`src/rtl/aurora_link_pkg.sv`:
```
// Shared encodings and widths for the Aurora link monitor.
package aurora_link_pkg;

   localparam int STATE_W = 3;
   localparam int TIMER_W = 20;
   localparam int RETRY_W = 4;
   localparam int SOFT_W  = 16;

   typedef enum logic [STATE_W-1:0] {
      ST_WAIT_UP   = 3'd0,
      ST_STABLE    = 3'd1,
      ST_LINK_OK   = 3'd2,
      ST_RST_PULSE = 3'd3,
      ST_HOLDOFF   = 3'd4,
      ST_FAIL      = 3'd5
   } state_t;

   localparam logic [SOFT_W-1:0] SOFT_MAX = '1;

endpackage

```
`src/rtl/link_timer.sv`:
```
// Shared state timer: clears to zero, otherwise counts up while enabled.
module link_timer #(
   parameter int W = 20
) (
   input  logic         aurora_log_clk,
   input  logic         aurora_rst,
   input  logic         clear,
   input  logic         enable,
   output logic [W-1:0] count
);

   logic [W-1:0] count_q, count_d;

   always_comb begin
      count_d = count_q;
      if (clear) begin
         count_d = '0;
      end else if (enable) begin
         count_d = count_q + 1'b1;
      end
   end

   always_ff @(posedge aurora_log_clk) begin
      if (aurora_rst) begin
         count_q <= '0;
      end else begin
         count_q <= count_d;
      end
   end

   assign count = count_q;

endmodule

```
`src/rtl/aurora_link_monitor.sv`:
```
// Aurora link bring-up monitor: waits for lanes, qualifies stability and
// issues bounded reset retries to the core.
//
//  state        | meaning
//  -------------+----------------------------------------------
//  WAIT_UP      | waiting for channel_up and lane_up
//  STABLE       | both ups seen, qualifying for STABLE_CYCLES
//  LINK_OK      | link usable, soft errors counted
//  RST_PULSE    | reset_pb asserted for RST_PULSE_CYCLES
//  HOLDOFF      | post-reset quiet time, link inputs ignored
//  FAIL         | retries exhausted, waiting for retry_clr
module aurora_link_monitor
   import aurora_link_pkg::*;
#(
   parameter int UP_TIMEOUT       = 1000000,
   parameter int STABLE_CYCLES    = 10000,
   parameter int RST_PULSE_CYCLES = 128,
   parameter int HOLDOFF_CYCLES   = 50000,
   parameter int MAX_RETRY        = 8
) (
   input  logic                  aurora_log_clk,
   input  logic                  aurora_rst,
   input  logic                  channel_up,
   input  logic                  lane_up,
   input  logic                  hard_err,
   input  logic                  soft_err,
   input  logic                  retry_clr,
   output logic                  link_ready,
   output logic                  reset_pb,
   output logic                  link_fail,
   output logic [RETRY_W-1:0]    retry_cnt,
   output logic [SOFT_W-1:0]     soft_err_cnt,
   output logic [STATE_W-1:0]    state_o
);

   localparam logic [TIMER_W-1:0] UP_TC     = TIMER_W'(UP_TIMEOUT - 1);
   localparam logic [TIMER_W-1:0] STABLE_TC = TIMER_W'(STABLE_CYCLES - 1);
   localparam logic [TIMER_W-1:0] PULSE_TC  = TIMER_W'(RST_PULSE_CYCLES - 1);
   localparam logic [TIMER_W-1:0] HOLD_TC   = TIMER_W'(HOLDOFF_CYCLES - 1);
   localparam logic [RETRY_W-1:0] RETRY_LIM = RETRY_W'(MAX_RETRY);

   state_t               state_q, state_d;
   logic [RETRY_W-1:0]   retry_q, retry_d, retry_base;
   logic [SOFT_W-1:0]    soft_q, soft_d, soft_base;
   logic                 link_ready_q, link_ready_d;
   logic                 reset_pb_q, reset_pb_d;
   logic                 link_fail_q, link_fail_d;
   logic [TIMER_W-1:0]   timer;
   logic                 timer_clr;
   logic                 ups;
   logic                 go_rst;

   assign ups = channel_up & lane_up;

   link_timer #(.W(TIMER_W)) u_timer (
      .aurora_log_clk (aurora_log_clk),
      .aurora_rst     (aurora_rst),
      .clear          (timer_clr),
      .enable         (timer != '1),
      .count          (timer)
   );

   always_comb begin
      state_d    = state_q;
      go_rst     = 1'b0;
      retry_base = retry_clr ? '0 : retry_q;
      retry_d    = retry_base;

      case (state_q)
         ST_WAIT_UP: begin
            if (ups) begin
               state_d = ST_STABLE;
            end else if (timer == UP_TC) begin
               go_rst = 1'b1;
            end
         end
         ST_STABLE: begin
            if (hard_err) begin
               go_rst = 1'b1;
            end else if (!ups) begin
               state_d = ST_WAIT_UP;
            end else if (timer == STABLE_TC) begin
               state_d = ST_LINK_OK;
            end
         end
         ST_LINK_OK: begin
            if (hard_err || !ups) begin
               go_rst = 1'b1;
            end
         end
         ST_RST_PULSE: begin
            if (timer == PULSE_TC) begin
               state_d = ST_HOLDOFF;
            end
         end
         ST_HOLDOFF: begin
            if (timer == HOLD_TC) begin
               state_d = ST_WAIT_UP;
            end
         end
         ST_FAIL: begin
            go_rst = retry_clr;
         end
         default: begin
            state_d = ST_WAIT_UP;
         end
      endcase

      // Every route into RST_PULSE is gated by the retry budget.
      if (go_rst) begin
         if (retry_base == RETRY_LIM) begin
            state_d = ST_FAIL;
         end else begin
            state_d = ST_RST_PULSE;
            retry_d = retry_base + 1'b1;
         end
      end

      if (state_d == ST_LINK_OK && state_q != ST_LINK_OK) begin
         retry_d = '0;
      end

      timer_clr = (state_d != state_q);

      // A cycle that carries hard_err is a fault cycle, not a soft-error cycle.
      soft_base = retry_clr ? '0 : soft_q;
      soft_d    = soft_base;
      if (state_q == ST_LINK_OK && soft_err && !hard_err && soft_base != SOFT_MAX) begin
         soft_d = soft_base + 1'b1;
      end

      link_ready_d = (state_d == ST_LINK_OK);
      reset_pb_d   = (state_d == ST_RST_PULSE);
      link_fail_d  = (state_d == ST_FAIL);
   end

   always_ff @(posedge aurora_log_clk) begin
      if (aurora_rst) begin
         state_q      <= ST_WAIT_UP;
         retry_q      <= '0;
         soft_q       <= '0;
         link_ready_q <= 1'b0;
         reset_pb_q   <= 1'b0;
         link_fail_q  <= 1'b0;
      end else begin
         state_q      <= state_d;
         retry_q      <= retry_d;
         soft_q       <= soft_d;
         link_ready_q <= link_ready_d;
         reset_pb_q   <= reset_pb_d;
         link_fail_q  <= link_fail_d;
      end
   end

   assign link_ready   = link_ready_q;
   assign reset_pb     = reset_pb_q;
   assign link_fail    = link_fail_q;
   assign retry_cnt    = retry_q;
   assign soft_err_cnt = soft_q;
   assign state_o      = state_q;

endmodule

```
`config.mk`:
```
export PLATFORM = sky130hd
export DESIGN_NAME = aurora_link_monitor
export DESIGN_NICKNAME = d
export VERILOG_FILES = /design/src/rtl/aurora_link_pkg.sv /design/src/rtl/link_timer.sv /design/src/rtl/aurora_link_monitor.sv
export SDC_FILE = /design/constraint.sdc
export NUM_CORES = 1
export LEC_CHECK = 0
export BUFFER_PORTS_ARGS = -buffer_cell sky130_fd_sc_hd__buf_2
export CORE_ASPECT_RATIO = 1.2
export CORE_MARGIN = 10
export CORE_UTILIZATION = 62
export CTS_CLUSTER_SIZE = 8
export DETAILED_ROUTE_END_ITERATION = 6
export PLACE_DENSITY = 0.87
export SYNTH_ARGS = -nofsm -noshare
export SYNTH_HDL_FRONTEND = slang
export SYNTH_HIERARCHICAL = 1
export SYNTH_SLANG_ARGS = --single-unit
```
`constraint.sdc`:
```
create_clock -name aurora_log_clk -period 5.9 [get_ports aurora_log_clk]
set_input_delay 1.18 -clock aurora_log_clk [delete_from_list [all_inputs] [get_ports aurora_log_clk]]
set_output_delay 1.18 -clock aurora_log_clk [all_outputs]
set_load 0.01 [all_outputs]
```
### After elaboration in Yosys (flattened, before gate mapping)

Cells that the tools add are included.

| operators by class | value |
|---|---|
| add/sub/neg operators | 3 |
| equality and inequality tests | 17 |
| mux-type cells | 19 |
| bitwise operators | 1 |
| reductions and logical operators | 11 |

Operators with widths:

| cell | number |
|---|---|
| two-way mux 16 bit | 2 |
| two-way mux 3 bit | 8 |
| adder 20 x 1 -> 20 bit (second input constant) | 1 |
| == test 20 x 14 -> 1 bit (second input constant) | 1 |
| == test 20 x 16 -> 1 bit (second input constant) | 1 |
| == test 20 bit (second input constant) | 1 |
| == test 20 x 7 -> 1 bit (second input constant) | 1 |
| inequality test 20 bit (second input constant) | 1 |
| adder 16 x 1 -> 16 bit (second input constant) | 1 |
| inequality test 16 bit (second input constant) | 1 |
| one-hot mux 3 bit (5 select lines) | 1 |
| == test 3 x 2 -> 1 bit (second input constant) | 4 |
| two-way mux 4 bit | 3 |
| == test 3 bit (second input constant) | 3 |
| OR reduction 2 bit | 3 |
| adder 4 x 1 -> 4 bit (second input constant) | 1 |
| == test 4 bit (second input constant) | 1 |
| logical AND 1 bit | 4 |
| two-way mux 1 bit | 4 |
| one-hot mux 1 bit (4 select lines) | 1 |
| == test 3 x 1 -> 1 bit (second input constant) | 1 |
| logical NOT 3 bit | 1 |
| inequality test 3 x 2 -> 1 bit (second input constant) | 1 |
| inequality test 3 bit | 1 |
| other kinds (3) | 4 |

| word-level totals | value |
|---|---|
| register bits | 46 |
| input bits | 7 |
| output and inout port bits | 26 |
| word-level logic and storage cells | 58 |

### Longest topological paths before layout

Gate-level depths: netlist of the first run.

| depth | value |
|---|---|
| word-level depth | 9 |
| mapped depth | 12 |
| gate-level depth less buffers | 9 |

### Modules after synthesis

The synthesis of the first run kept the hierarchy.

By module, submodules not included:

| module | times used | cells each | area an instance (sq um) | sequential area each (sq um) |
|---|---|---|---|---|
| aurora_link_monitor | 1 | 198 | 1,662.8 | 520.5 |
| link_timer | 1 | 101 | 893.4 | 400.4 |

### Least setup slack after synthesis of the first run

No wires, ideal clock.

| timing | value |
|---|---|
| kind | input -> register |
| start point | in retry_clr |
| end point | reg u_timer.count_q[16], in the netlist u_timer/count[16] |
| setup time | 0.059 ns |
| arrival | 3.514 ns |
| data required time | 5.841 ns |
| path slack | 2.327 ns |
| stages | 11 |
| buffers on the path | 2 |
| path through | mux2_2 > a32oi_1 > o31a_1 > buf_6 > o21ai_4 > mux2i_1 > or3_1 > or2_2 > clkbuf_1 > or4_1 > nand2_1 |

| on the way | value |
|---|---|
| cells in the longest elaborated chain, start to end | 6 |
| elaborated cells on any way between the ends | 7 |
| classes of those cells | 2 x eq/ne; 4 x mux; 1 x reduce/logical |

RTL lines:

| item | line | RTL |
|---|---|---|
| from (decl) | aurora_link_monitor.sv:27 | `input logic retry_clr,` |
| two-way mux 4 bit | aurora_link_monitor.sv:66 | `retry_base = retry_clr ? '0 : retry_q;` |
| == test 4 bit | aurora_link_monitor.sv:111 | `if (retry_base == RETRY_LIM) begin` |
| two-way mux 3 bit | aurora_link_monitor.sv:111 |  |
| two-way mux 3 bit (*) | aurora_link_monitor.sv:110 | `if (go_rst) begin` |
| inequality test 3 bit (*) | aurora_link_monitor.sv:123 | `timer_clr = (state_d != state_q);` |
| via timer_clr | aurora_link_monitor.sv:49 | `logic timer_clr;` |
| OR reduction 2 bit (no line) (*) | -- |  |
| to (signal assigned) | link_timer.sv:27 | `count_q <= count_d;` |
| to (decl) | link_timer.sv:12 | `logic [W-1:0] count_q, count_d;` |

The timed path passes the listed nets; every way through them passes the cells marked *.
A chain may end at the register's enable or synchronous reset.

### Final worst setup path of the first run

| timing | value |
|---|---|
| start point | in retry_clr |
| end point | reg u_timer.count_q[18], in the netlist u_timer/count[18] |

The elaborated chain is that of the path after synthesis.

==> impl_metrics.py, run 1 <==
metrics = {
    "grt": {
        "overflow": 0,
        "grt_use_met1_pct": 18.3,
        "grt_max_degree": 21,
        "grt_util_met3_pct": 4.88,
        "antenna_found_initial": 0,
        "use_met2_pct": 28.4,
        "grt_pass1_vias": 2190,
        "top_usage_layer": "met2",
        "grt_pass1_wl_um": 9880,
        "grt_use_total_pct": 16.1,
    },
    "timing": {
        "slew_headroom_pct": 69.4,
        "grt_setup_unrepaired": "false",
        "fmax_mhz": 260,
        "worstMarginPinSlew_ns": 0.454,
        "layout_min_cycle_time_ns": 3.85,
        "post-route-period-util_pct": 65.3,
        "hold_viol_final": 0,
        "setup_violations": 0,
        "final_max_slew_viol_count": 0,
        "tns_ns": 0,
        "whs_ns": 0.521,
        "finClkSkew_ns": 0.00664,
    },
    "setup_path": {
        "cp.buffers_inverters": 1,
        "arrival_ns": 4.10,
        "r2r_end": "u_timer/count[18]",
        "cp_top_family": "simple AND/OR/NAND/NOR gates",
        "start_kind": "primary input",
        "rrSetupSlack_ns": 2.44,
        "cp.required_ns": 6.15,
        "path_cells": "buf_2 > mux2_2 > a32oi_1 > o31a_1 > o21ai_4 > mux2i_1 > or3_1 > or2_2 > or4_1 > nand2_1",
        "max_stage_delay_ns": 0.55,
        "cp_slowest_cell": "or4_1",
        "timing.rr.start": "state_o[2]",
        "worst_r2r_path_depth": 9,
        "critPathCaptureType": "flip-flop",
        "cp_max_fo": 20,
        "critPathKind": "in2reg",
    },
    "synthesis": {
        "synth_cell_type_count": 54,
        "netlist.area_leader.share_pct": 36.0,
        "synth_top_flop_cell": "dfxtp_1",
        "ys_seq_area_share_pct": 36.0,
        "synthesis.area_um2": 2560,
        "synth_seq_cells": 46,
        "synth_common_cells": "dfxtp_1, nor2_1, nand2_1, nand4_1, xnor2_1",
        "synth_top_area_cell": "dfxtp_1",
        "ys.warnings.count": 6,
        "synthTopCellsByArea": "dfxtp_1, nor2_1, xnor2_1, xor2_1, nand4_1",
        "post-synth-top-count-cell": "dfxtp_1",
        "syn_inst": 299,
        "syn_nets": 310,
        "ys_async_sr_fraction_pct": 0,
        "synth.avg_cell_area_um2": 8.55,
        "synth_edf_count": 0,
    },
    "die": {
        "io_pins": 33,
        "dieWidth_um": 78.6,
        "initial_core_util_pct": 64.3,
        "coreArea_um2": 3970,
        "core.rowCount": 25,
        "dieArea_um2": 7100,
        "die_h_um": 90.3,
    },
    "clock_network": {
        "cts_buffers": 5,
        "hold_buffers": 0,
        "path_clk_slew_ns": 0.09,
        "h-tree-depth": 2,
        "cts_buffer_depth": 2,
        "cts_root_buf": "clkbuf_8",
        "clkLatencyLatePin_ns": 0.30,
        "cts_tree": "built",
        "cts_sinks": 46,
        "cts_resized": 0,
        "post_cts_buffers": 0,
    },
    "drt": {
        "ant_nets": 0,
        "post_drt_wl_per_cell_um": 15.2,
        "routed_wirelength_um": 5820,
        "routed_via_density": 6.08,
        "drt_iter0_markers": 190,
        "drc_errors": 0,
        "dr.pass1.iters": 4,
        "via_count": 2324,
    },
    "cells_and_area": {
        "area_delta_synth_final_pct": 10.3,
        "drive_above_1_share_pct": 17.1,
        "diodes": 0,
        "utilization_pct": 71.0,
        "layout.nets": 338,
    },
    "hold_path": {
        "hold_class": "reg2reg",
        "hold_end": "u_timer/count[19]",
        "hold_depth": 2,
        "hold_start": "u_timer/count[19]",
    },
    "place": {
        "hpwl_um": 4300,
        "gp_congestion": 0.966,
        "numPortBuffers": 32,
    },
    "power": {
        "p_total_mw": 0.826,
        "peakVddDrop_v": 0.000223,
        "power_density_nw_per_um2": 293,
        "cellLeakagePower_nw": 1.07,
    },
    "job": {
        "drv_cap": 0,
    },
    "outcome": {
        "status": "complete, no violations",
    },
}
[report_power, final]
part           leakage, nW  switching (mW)  internal (mW)
sequential           0.371          0.0372          0.335
combinational        0.657           0.155          0.102
clock               0.0408           0.113         0.0848
[registers in the layout, indices dropped and copies added (netlist names)]
signal / count
link_fail: 1
soft_err_cnt: 16
u_timer/count: 20
reset_pb: 1
retry_cnt: 4
link_ready: 1
state_o: 3
[worst max-delay path by stage]
stage               slack [ns]  cells after the start      start                end
CTS                       2.08                     10  retry_clr  u_timer/count[18]
global placement          1.87                     10  retry_clr  u_timer/count[14]
detailed placement        1.75                     10  retry_clr  u_timer/count[18]
floorplan                 2.33                     11  retry_clr  u_timer/count[16]
finish                    2.05                     10  retry_clr  u_timer/count[18]
global route              1.93                     10  retry_clr  u_timer/count[18]
[cells by family after synthesis]
group,synth area share [%]
buffers and inverters,2.99
AOI/OAI and AO/OA,9.64
xor gates and xnor gates,9.59
DFF,36.0
muxes,2.40
and+or+nand+nor,37.4
adders and majority gates,1.96
[placed cells by master (no fill, tap or decap), types with 5 or more instances in the layout]
| master | instances |
|---|---|
| inv_1 | 5 |
| a21oi_1 | 6 |
| nor2_1 | 40 |
| nand2_1 | 22 |
| mux2i_1 | 5 |
| nor2b_1 | 12 |
| clkbuf_8 | 5 |
| buf_2 | 32 |
| nor3_1 | 11 |
| xnor2_1 | 15 |
| xor2_1 | 13 |
| nand4_1 | 17 |
| dfxtp_1 | 46 |
| and3_1 | 7 |
| and4_1 | 6 |
| nand3_1 | 12 |
| o21ai_0 | 6 |
| nand2b_1 | 8 |
[metal layers]
metal / part of all wire, % / wire, um
met5: 0 / 0
met4: 1.7 / 99
met3: 7.8 / 456
met2: 51 / 2960
met1: 40 / 2310
[stage by stage]
step | instance area [um^2] | setup WS [ns] | std cells
global route | 2820 | 1.93 | 382
floorplan | 2560 | 2.33 | 299
global placement | 2730 | 1.87 | 374
detailed placement | 2730 | 1.75 | 374
finish | 2820 | 2.05 | 382
CTS | 2820 | 2.08 | 382
[layout make-up]
type | instances | area (um^2)
well taps | 54 | 67.6
multi-input cells | 237 | 1560
clock buffers | 5 | 68.8
inverters | 5 | 18.8
repair buffers | 32 | 160
fillers | 330 | 1150
clock inverters | 3 | 23.8
flip-flops and latches | 46 | 921
[worst register-to-register path: cells and delay by family (launching register included)]
kind	cells	cell delay, ns
mux	2	0.53
simple gates	4	1.50
compound gates	3	0.81
flops	1	0.58
Power figures use the tool's default switching activity.
==> run 2: changes to the inputs <==
--- a/config.mk
+++ b/config.mk
@@ -8,10 +8,10 @@
 export BUFFER_PORTS_ARGS = -buffer_cell sky130_fd_sc_hd__buf_2
 export CORE_ASPECT_RATIO = 1.2
 export CORE_MARGIN = 10
-export CORE_UTILIZATION = 62
+export CORE_UTILIZATION = 57
 export CTS_CLUSTER_SIZE = 8
 export DETAILED_ROUTE_END_ITERATION = 6
-export PLACE_DENSITY = 0.87
+export PLACE_DENSITY = 0.81
 export SYNTH_ARGS = -nofsm -noshare
 export SYNTH_HDL_FRONTEND = slang
 export SYNTH_HIERARCHICAL = 1
==> constraint.sdc (replaced) <==
create_clock -name aurora_log_clk -period 4 [get_ports aurora_log_clk]
set_input_delay 0.8 -clock aurora_log_clk [delete_from_list [all_inputs] [get_ports aurora_log_clk]]
set_output_delay 0.8 -clock aurora_log_clk [all_outputs]
set_load 0.01 [all_outputs]
==> run 2 against run 1 <==
  * Combinational power increased by 47%
  * Non-clock buffer count rose by 1
  * Sequential share of layout area shrank 0.36 points
  * Critical endpoint is now u_timer/count[14]
  * Global-route usage shrank 1.0 points
  * Clock power up 73%
  * Largest cell class unchanged
  * Count of clock-buffer cells in the layout unchanged
  * First-iteration DRC count fell by 52%
==> impl_metrics.py, run 2 (synthesis gave the netlist of run 1 again) <==
metrics = {
    "setup_path": {
        "cp_top_family": "simple AND/OR/NAND/NOR gates",
        "critPathCaptureType": "flip-flop",
        "cp.buffers_inverters": 0,
        "max_stage_delay_ns": 0.58,
        "cp_slowest_cell": "dfxtp_1",
        "rrSetupSlack_ns": 0.62,
        "worst_r2r_path_depth": 9,
        "timing.rr.start": "state_o[2]",
        "path_cells": "mux2_2 > a32oi_1 > o31a_1 > o21ai_4 > mux2i_1 > or3_1 > or2_2 > or4_1 > nand2_1",
        "cp_max_fo": 20,
        "start_kind": "flip-flop",
        "r2r_end": "u_timer/count[14]",
        "cp.required_ns": 4.25,
        "cp.depth": 9,
        "arrival_ns": 3.62,
        "critPathKind": "reg2reg",
    },
    "power": {
        "cellLeakagePower_nw": 1.08,
        "peakVddDrop_v": 0.000266,
        "power_density_nw_per_um2": 446,
    },
    "clock_network": {
        "cts_buffers": 5,
        "cts_sinks": 46,
        "path_clk_slew_ns": 0.09,
        "h-tree-depth": 2,
        "cts_root_buf": "clkbuf_8",
        "hold_buffers": 0,
        "post_cts_buffers": 0,
        "clkLatencyLatePin_ns": 0.30,
        "cts_resized": 0,
        "cts_tree": "built",
        "cts_buffer_depth": 2,
    },
    "die": {
        "die_h_um": 93.4,
        "dieWidth_um": 81.1,
        "core.rowCount": 26,
        "initial_core_util_pct": 59.5,
        "io_pins": 33,
        "coreArea_um2": 4290,
        "dieArea_um2": 7570,
    },
    "place": {
        "numPortBuffers": 32,
        "gp_congestion": 0.894,
        "hpwl_um": 4300,
        "placedCellCount": 377,
    },
    "drt": {
        "dr.pass1.iters": 4,
        "ant_nets": 0,
        "drc_errors": 0,
        "routed_via_density": 5.82,
        "drt_iter0_markers": 92,
        "post_drt_wl_per_cell_um": 14.8,
        "via_count": 2239,
        "routed_wirelength_um": 5720,
    },
    "cells_and_area": {
        "most-common-layout-cells": "dfxtp_1, nor2_1, buf_2",
        "layout_commonest_cell": "dfxtp_1",
        "area_delta_synth_final_pct": 11.5,
        "finalNonFillerCells": 385,
        "fillers": 364,
        "layout.nets": 339,
        "largest_reg_flops": 20,
        "diodes": 0,
        "drive_above_1_share_pct": 17.3,
    },
    "grt": {
        "grt_pass1_vias": 2024,
        "overflow": 0,
        "antenna_found_initial": 0,
        "grt_pass1_wl_um": 9350,
        "grt_use_total_pct": 15.1,
        "grt_max_degree": 21,
    },
    "timing": {
        "hold_viol_final": 0,
        "grt_setup_unrepaired": "false",
        "final_max_slew_viol_count": 0,
        "post-route-period-util_pct": 84.5,
        "slew_headroom_pct": 67.9,
        "tns_ns": 0,
        "setup_violations": 0,
        "finClkSkew_ns": 0.00742,
        "worstMarginPinSlew_ns": 0.477,
        "layout_min_cycle_time_ns": 3.38,
        "fmax_mhz": 296,
        "whs_ns": 0.522,
    },
    "hold_path": {
        "hold_class": "reg2reg",
        "hold_start": "u_timer/count[19]",
        "hold_end": "u_timer/count[19]",
        "hold_depth": 2,
    },
    "job": {
        "drv_cap": 0,
    },
    "outcome": {
        "status": "complete, no violations",
    },
}
[run 2: cell count changes in the layout (fill, tap and decap cells not counted), sizes merged]
| cell | previous run | this run |
|---|---|---|
| buf | 32 | 33 |
| bufinv | 0 | 1 |
| inv | 6 | 5 |
[run 2: worst max-delay path by stage]
stage	start	endpoint	slack, ns
floorplan	retry_clr	u_timer/count[16]	0.81
global placement	hard_err	u_timer/count[14]	0.42
detailed placement	hard_err	u_timer/count[14]	0.38
CTS	state_o[2]	u_timer/count[14]	0.62
global route	state_o[2]	u_timer/count[18]	0.38
finish	state_o[2]	u_timer/count[14]	0.62
[run 2: area by class of cell]
| cell class | count | area (um^2) | share of cell area [%] |
|---|---|---|---|
| clock buffers | 5 | 68.8 | 2.41 |
| clock inverters | 3 | 45.0 | 1.58 |
| inverters | 5 | 18.8 | 0.658 |
| multi-input cells | 237 | 1560 | 54.7 |
| flip-flops and latches | 46 | 921 | 32.3 |
| well taps | 56 | 70.1 | 2.46 |
| repair buffers | 33 | 168 | 5.88 |
[run 2: power breakdown]
group          total (mW)  internal [mW]  switching (mW)
clock network       0.343          0.186           0.158
registers           0.548          0.493          0.0549
logic               0.378          0.152           0.226
[run 2: metrics by stage]
step	setup WS [ns]	util, %	area (um^2)	power [mW]
floorplan	0.807	-	2560	0.859
global placement	0.424	63.7	2740	0.927
detailed placement	0.381	63.7	2740	0.935
global route	0.377	66.4	2850	1.35
CTS	0.619	66.4	2850	1.28
finish	0.621	66.4	2850	1.27
[run 2: layer usage]
metal | up-vias | global-route usage [%] | wire length, um | part of all wire (%)
met5 | - | 0 | 0 | 0
met4 | 0 | 3.90 | 57 | 1.0
met3 | 6 | 3.83 | 351 | 6.1
met2 | 51 | 27.0 | 2900 | 51
met1 | 1044 | 17.3 | 2410 | 42
li1 | 1138 | - | - | -
[run 2: worst reg2reg max path, stage by stage (launching register included)]
cell and delay (ns):
dfxtp_1 0.58, mux2_2 0.39, a32oi_1 0.19, o31a_1 0.43, o21ai_4 0.13, mux2i_1 0.14
or3_1 0.39, or2_2 0.46, or4_1 0.55, nand2_1 0.07
